$ cat config.mk
export PLATFORM = sky130hd
export DESIGN_NAME = qsys_nios2_qsys_0_oci_dct_packer
export DESIGN_NICKNAME = d
export VERILOG_FILES = /design/src/rtl/qsys_nios2_qsys_0_oci_dct_packer.sv
export SDC_FILE = /design/constraint.sdc
export NUM_CORES = 1
export LEC_CHECK = 0
export ABC_AREA = 1
export CAP_MARGIN = 5
export CORE_ASPECT_RATIO = 1.1
export CORE_MARGIN = 10
export CORE_UTILIZATION = 35
export CTS_BUF_LIST = sky130_fd_sc_hd__clkbuf_4
export CTS_CLUSTER_DIAMETER = 60
export DETAILED_ROUTE_END_ITERATION = 8
export GPL_TIMING_DRIVEN = 0
export PLACE_DENSITY_LB_ADDON = 0.2
export REMOVE_ABC_BUFFERS = 1
export SLEW_MARGIN = 40
export SYNTH_ARGS = -nofsm -noshare
export SYNTH_HDL_FRONTEND = slang
export SYNTH_SLANG_ARGS = --single-unit
$ cat constraint.sdc
create_clock -name clk -period 1.5 [get_ports clk]
set_clock_uncertainty 0.1 [all_clocks]
set_input_delay 0.15 -clock clk [delete_from_list [all_inputs] [get_ports clk]]
set_output_delay 0.15 -clock clk [all_outputs]
set_load 0.05 [all_outputs]
$ cat src/rtl/qsys_nios2_qsys_0_oci_dct_packer.sv
`default_nettype none
// ---------------------------------------------------------------------------
// qsys_nios2_qsys_0_oci_dct_packer : packs 2-bit DCT trace codes into packets
// Revision 1.0
// ---------------------------------------------------------------------------
module qsys_nios2_qsys_0_oci_dct_packer #(
  parameter int FRAME_W = 2,
  parameter int DEPTH   = 15,
  parameter int COUNT_W = 4
) (
  input  logic                       clk,
  input  logic                       reset_n,
  input  logic                       trc_on,
  input  logic                       dct_valid,
  input  logic [FRAME_W-1:0]         dct_code,
  input  logic                       flush,
  output logic [FRAME_W*DEPTH-1:0]   dct_buffer,
  output logic [COUNT_W-1:0]         dct_count,
  output logic                       pkt_valid,
  output logic [FRAME_W*DEPTH-1:0]   pkt_data,
  output logic [COUNT_W-1:0]         pkt_count,
  input  logic                       pkt_ready,
  output logic                       overflow,
  input  logic                       ovf_clear
);

  localparam int BUF_W = FRAME_W * DEPTH;

  logic flush_pend;
  logic trc_on_d;

  logic acc;
  logic slot_free;
  logic full;
  logic move;
  logic drop;
  logic flush_set;
  logic flush_clr;

  assign acc       = trc_on & dct_valid;
  assign slot_free = !pkt_valid | pkt_ready;
  assign full      = (dct_count == COUNT_W'(DEPTH));
  assign move      = slot_free & (full | (flush_pend & (dct_count != '0)));
  assign drop      = acc & full & !move;
  assign flush_set = flush | (trc_on_d & !trc_on);
  assign flush_clr = move | ((dct_count == '0) & !acc);

  // A code arriving in the move cycle restarts the buffer rather than being lost.
  always_ff @(posedge clk or negedge reset_n) begin
    if (!reset_n) begin
      dct_buffer <= '0;
      dct_count  <= '0;
    end else if (move) begin
      if (acc) begin
        dct_buffer <= {{(BUF_W-FRAME_W){1'b0}}, dct_code};
        dct_count  <= COUNT_W'(1);
      end else begin
        dct_buffer <= '0;
        dct_count  <= '0;
      end
    end else if (acc && !full) begin
      dct_buffer <= {dct_buffer[BUF_W-FRAME_W-1:0], dct_code};
      dct_count  <= dct_count + COUNT_W'(1);
    end
  end

  always_ff @(posedge clk or negedge reset_n) begin
    if (!reset_n) begin
      pkt_valid <= 1'b0;
      pkt_data  <= '0;
      pkt_count <= '0;
    end else if (move) begin
      pkt_valid <= 1'b1;
      pkt_data  <= dct_buffer;
      pkt_count <= dct_count;
    end else if (pkt_valid && pkt_ready) begin
      pkt_valid <= 1'b0;
    end
  end

  // A new flush request outranks the clear so a code stored alongside it still gets emitted.
  always_ff @(posedge clk or negedge reset_n) begin
    if (!reset_n) begin
      flush_pend <= 1'b0;
      trc_on_d   <= 1'b0;
      overflow   <= 1'b0;
    end else begin
      trc_on_d <= trc_on;
      if (flush_set)
        flush_pend <= 1'b1;
      else if (flush_clr)
        flush_pend <= 1'b0;
      if (drop)
        overflow <= 1'b1;
      else if (ovf_clear)
        overflow <= 1'b0;
    end
  end

endmodule
`default_nettype wire
## Word level (Yosys, flattened, before mapping)

Index checks and enable logic that the tools add are counted.

- Flip-flop bits (word level): 72
- Input port bits: 9
- Word-level logic and storage cells: 46

- Add/subtract/negate cells: 1
- Eq/ne operators: 1
- Multiplexer cells: 12
- Bitwise logic cells: 11
- Reduce and logical (&&, ||, !) cells: 13

Operator list:

| operator | count |
|---|---|
| $mux W30 | 2 |
| $mux W4 | 2 |
| $reduce_bool A2 Y1 | 4 |
| $and A1 B1 Y1 | 7 |
| $mux W1 | 7 |
| $logic_not A1 Y1 | 5 |
| $add A4 B1 Y4 const B | 1 |
| $eq A4 B4 Y1 const B | 1 |
| $logic_not A4 Y1 | 1 |
| $or A1 B1 Y1 | 4 |
| $reduce_bool A4 Y1 | 1 |
| $logic_and A1 B1 Y1 | 2 |
| $mux W2 | 1 |

## Depth between registers and ports, before layout

- Depth in word-level cells: 7
- Mapped depth: 10
- Depth with buffers taken out: 9

## Least setup slack after synthesis

Ideal clock, no wire load.

- Kind: register to register
- Start: register dct_count[0]
- End: register pkt_count[0]
- Setup time: 131 ps
- Data arrival time: 1,665 ps
- Setup slack: -396 ps
- Stages on the path, launching flop included: 11
- Path buffers: 2
- Clock period less this slack: 1,896 ps
- Cells stage by stage: dfrtp_1 > inv_1 > ha_1 > nand2_1 > nand2_1 > nand2_2 > nand2_2 > buf_8 > buf_6 > nand2_1 > o21ai_0

- Cells in the longest elaborated chain, start to end: 4

RTL lines:

| element | RTL line | RTL |
|---|---|---|
| start: declaration | 18 | `output logic [COUNT_W-1:0] dct_count,` |
| start signal: assignment | 63 | `dct_count <= dct_count + COUNT_W'(1);` |
| $reduce_bool A4 Y1 | 43 | `assign move = slot_free & (full \| (flush_pend & (dct_count != '0)));` |
| $and A1 B1 Y1 | 43 |  |
| $or A1 B1 Y1 | 43 |  |
| $and A1 B1 Y1 | 43 |  |
| end signal: assignment | 75 | `pkt_count <= dct_count;` |
| end: declaration | 21 | `output logic [COUNT_W-1:0] pkt_count,` |

Parallel ways exist; a longest one is shown, timed or not.
A chain may end at the register's enable or synchronous reset.

## Worst setup path in the final report

- Start: register dct_count[1]
- End: register pkt_data[6]

- Cells in the longest elaborated chain, start to end: 4

RTL lines:

| element | RTL line | RTL |
|---|---|---|
| $reduce_bool A4 Y1 | 43 |  |
| $and A1 B1 Y1 | 43 |  |
| $or A1 B1 Y1 * | 43 |  |
| $and A1 B1 Y1 * | 43 |  |
| end signal: assignment | 74 | `pkt_data <= dct_buffer;` |
| end: declaration | 20 | `output logic [FRAME_W*DEPTH-1:0] pkt_data,` |

Every way passes the cells marked *; elsewhere a longest branch is shown, timed or not.

==> results.md <==
Layout:
- In the layout the commonest cells are sky130_fd_sc_hd__dfrtp_1 (70), sky130_fd_sc_hd__nand2_1 (64), sky130_fd_sc_hd__inv_1 (54), sky130_fd_sc_hd__buf_2 (35), sky130_fd_sc_hd__nand2_4 (30).
- The count of antenna diodes in the layout is 0.
- The net count reported at finish is 466.
- The non-filler instance count after layout is 571.
- Summing all flip-flop and latch instances after layout gives 1800 um^2.
- In the final layout, the multi-input gates occupy 1440 um^2.
- Leaving out fill and tap cells, the most frequent cell in the layout is sky130_fd_sc_hd__dfrtp_1.
- The post-route netlist has 47.0% of its cells at a drive strength greater than 1.
- The area growth from synthesis to layout is 56.1%.
- The filler cells instantiated in the layout total 789.

Pwr:
- The maximum vdd ir drop is 0.684 mV.
- Summed over all cells, the static leakage comes to 0.00245 uW.
- The total power per unit cell area is 1740 nW/um^2.

STA:
- Setup violations remaining at the end of the flow were counted as 69.
- Headroom to the max-slew limit came out at 74.2%.
- The smallest setup slack after layout is -0.115 ns.
- At the pin with the least slew margin, the transition time is 0.386 ns.
- In the finished design, the share of the clock period the worst path needs comes to 108%.
- The count of pins over their slew limit was 0.
- The peak clock frequency supported by timing is 619 MHz.
- The minimum clock period after layout is 1.62 ns.
- The final hold violation count is 0.
- Setup repair after global routing could not meet its margin everywhere.

Detailed routing:
- The final wirelength is 9340 um.
- The wire length per cell after detailed routing is 16.4 um.
- The number of design-rule violations left by the first detailed-router iteration is 89.
- The number of DRC violations after detailed routing is 0.
- For this block, the via count after detailed routing is 2,642.
- Using the TritonRoute via totals, the vias-per-cell ratio works out to 4.63.
- The detailed-router iteration count before antenna repair is 4.
- The detail route stage leaves a number of antenna-violating nets equal to 0.

Floorplanning:
- The die covers 13,000 um^2.
- During I/O placement, the number of pins put on the boundary was 79.
- The starting density of the core is 36.5%.
- From left edge to right edge, the die measures 110 um.
- The floorplan step set the die height to 119 um.
- In this run the standard cell core region covers 8500 um^2.
- The placement row count is 35.

Worst setup path:
- The endpoint arrival time on the critical path is 1.83 ns.
- The maximum fanout along the worst path is 8.
- In this run the critical register-to-register path is launched from dct_count[1].
- The worst setup path is launched from a register.
- The destination of the worst register-to-register timing path is pkt_data[6].
- Data on the critical path is required at its endpoint by 1.71 ns.
- The reg-to-reg setup timing slack is -0.12 ns.
- The nature of the critical path endpoint is a register.
- The kind of critical path is reg2reg.
- The worst register-to-register path has a depth of 10.

Placement:
- The total placed cells including tap cells is 525.
- The routability congestion estimate from global placement is 0.694.
- Buffers placed on the I/O ports in this run total 78.
- The post-detailed-placement half-perimeter wirelength is 4740 um.
- The pre-CTS setup slack is -0.513 ns.

Global route:
- The first global-routing pass estimated 14,500 um of wire.
- Global routing finished with a remaining overflow of 0.
- Global routing consumed, over all layers together, 14.4% of the routing resources.
- The via count of the first global-routing pass is 2,647.
- Entering global routing, the biggest net connects 42 pins.
- The initial antenna violation count was 0.

Synth:
- The mapped netlist covers 3100 um^2.
- The distinct cell type count after synthesis is 19.
- The count of warnings emitted by yosys is 0.
- The count of state elements after synthesis is 72.
- Synthesis produced a netlist whose cell count is 351.
- In this run the biggest area consumer among cell types represents 58.1% of the synthesized area.
- Ranked by total cell area, the synthesized netlist is headed by sky130_fd_sc_hd__dfrtp_1 (58%), sky130_fd_sc_hd__nand2_1 (13%), sky130_fd_sc_hd__inv_1 (8.0%).
- The sequential-to-total area share from yosys stat is 58.1%.
- The mean area per synthesized cell is 8.84 um^2.
- The top cell type by total area after synthesis is sky130_fd_sc_hd__dfrtp_1.

Run status:
- The run finished, with violations left.
- The final reports fail on negative setup slack.

Job:
- The number of maximum-capacitance violations is 0.

Clock network:
- CTS placed an instance of sky130_fd_sc_hd__clkbuf_4 at the clock tree root.
- The number of buffers created by CTS is 9.
- The TritonCTS clock tree is done.
- After clock tree synthesis, the clock-pin slew on the worst setup and hold paths is 0.13 ns.
- The clock net in this run drives a total of 72 sinks.
- Clock latency on the worst-skew pair, taken at its later pin, is 0.41 ns.
- The clock passes through at most 2 buffers.
- The number of levels the H-tree was split into is 3.

Min path:
- The kind of path behind the tightest hold check is in2async.
## state kept, by name, summed over array words and instances (netlist names)
| name | flops |
|---|---|
| flush_pend | 1 |
| dct_count | 4 |
| pkt_valid | 1 |
| dct_buffer | 30 |
| pkt_data | 30 |
| overflow | 1 |
| trc_on_d | 1 |
| pkt_count | 4 |
## Yosys cell counts
cell type                    n
sky130_fd_sc_hd__clkbuf_1    4
sky130_fd_sc_hd__nand2_1   110
sky130_fd_sc_hd__nor3_1      2
sky130_fd_sc_hd__nand3_2     1
sky130_fd_sc_hd__buf_2       4
sky130_fd_sc_hd__o21ai_1    11
sky130_fd_sc_hd__nor2_2      3
sky130_fd_sc_hd__nor2_1      2
sky130_fd_sc_hd__o32ai_1     1
sky130_fd_sc_hd__a21oi_1     2
sky130_fd_sc_hd__nand3_1     9
sky130_fd_sc_hd__inv_1      66
sky130_fd_sc_hd__o21ai_2    11
sky130_fd_sc_hd__buf_6       8
sky130_fd_sc_hd__dfrtp_1    72
sky130_fd_sc_hd__ha_1        2
sky130_fd_sc_hd__buf_8       1
sky130_fd_sc_hd__nand2_2     3
sky130_fd_sc_hd__o21ai_0    39
## area by class of cell
class / instances / area share [%]
Clock buffer: 9 / 1.39
Clock inverter: 7 / 1.99
Inverter: 66 / 5.30
Multi-Input combinational cell: 204 / 29.8
Sequential cell: 72 / 37.3
Tap cell: 111 / 2.87
Timing Repair Buffer: 102 / 21.4
## through the flow
step           area, um^2  total power, uW  hold WS [ns]  TNS (ns)  utilization, %
2_1_floorplan        2960             3910        -0.246    -68.72               -
3_3_place_gp         3880             4210         0.353   -261.26            45.7
3_5_place_dp         3950             4930       -0.0458    -21.10            46.5
4_1_cts              4770             8070        0.0529     -2.29            56.2
5_1_grt              4840             8880        0.0798     -8.82            57.0
6_report             4840             8450        0.0594     -4.49            57.0
## how the worst max path moves through the flow
stage	start	to	slack (ns)	cells after the start
2_1_floorplan	dct_count[0]	pkt_data[15]	-1.03	8
3_3_place_gp	reset_n	pkt_data[3]	-2.45	1
3_5_place_dp	trc_on	dct_count[1]	-0.51	9
4_1_cts	dct_count[0]	pkt_count[2]	-0.06	8
5_1_grt	dct_count[1]	pkt_count[2]	-0.18	9
6_report	dct_count[1]	pkt_data[6]	-0.12	10
## worst max-delay path: stages (launching register included)
cell,delay (ns)
sky130_fd_sc_hd__dfrtp_1,0.46
sky130_fd_sc_hd__inv_2,0.08
sky130_fd_sc_hd__ha_4,0.17
sky130_fd_sc_hd__nand2_4,0.06
sky130_fd_sc_hd__nand2_4,0.06
sky130_fd_sc_hd__nand2_8,0.08
sky130_fd_sc_hd__nand2_8,0.07
sky130_fd_sc_hd__buf_8,0.16
sky130_fd_sc_hd__clkbuf_16,0.18
sky130_fd_sc_hd__nand2_4,0.05
sky130_fd_sc_hd__o21ai_1,0.05
## repair_timing
item                                    4_1_cts  5_1_grt
gates cloned                                 12        2
gates resized for setup                     315      136
pin swaps                                    12        9
hold endpoints to repair                     72        0
endpoints found under the setup margin      140       98
hold buffers                                  1        0
setup buffers                                13        3
## metal layers
layer | part of all wire (%) | vias to the layer above | track usage [%]
met5 | 0 | - | 0
met1 | 43 | 1281 | 17.9
met4 | 1.2 | 0 | 5.29
met3 | 5.4 | 9 | 3.70
li1 | - | 1301 | -
met2 | 51 | 51 | 23.4
## logic make-up after synthesis
kind of cell	share of synthesized area, %
AO/OA/AOI/OAI	11.8
adder cells (fa/ha/maj)	0.806
buffers and inverters	12.5
flip-flops	58.1
AND/OR/NAND/NOR	16.9
## power breakdown
part	internal, uW	switching, uW
Clock	675	724
Sequential	2170	192
Combinational	1850	2840
Total	4690	3750
Power figures use the tool's default switching activity.
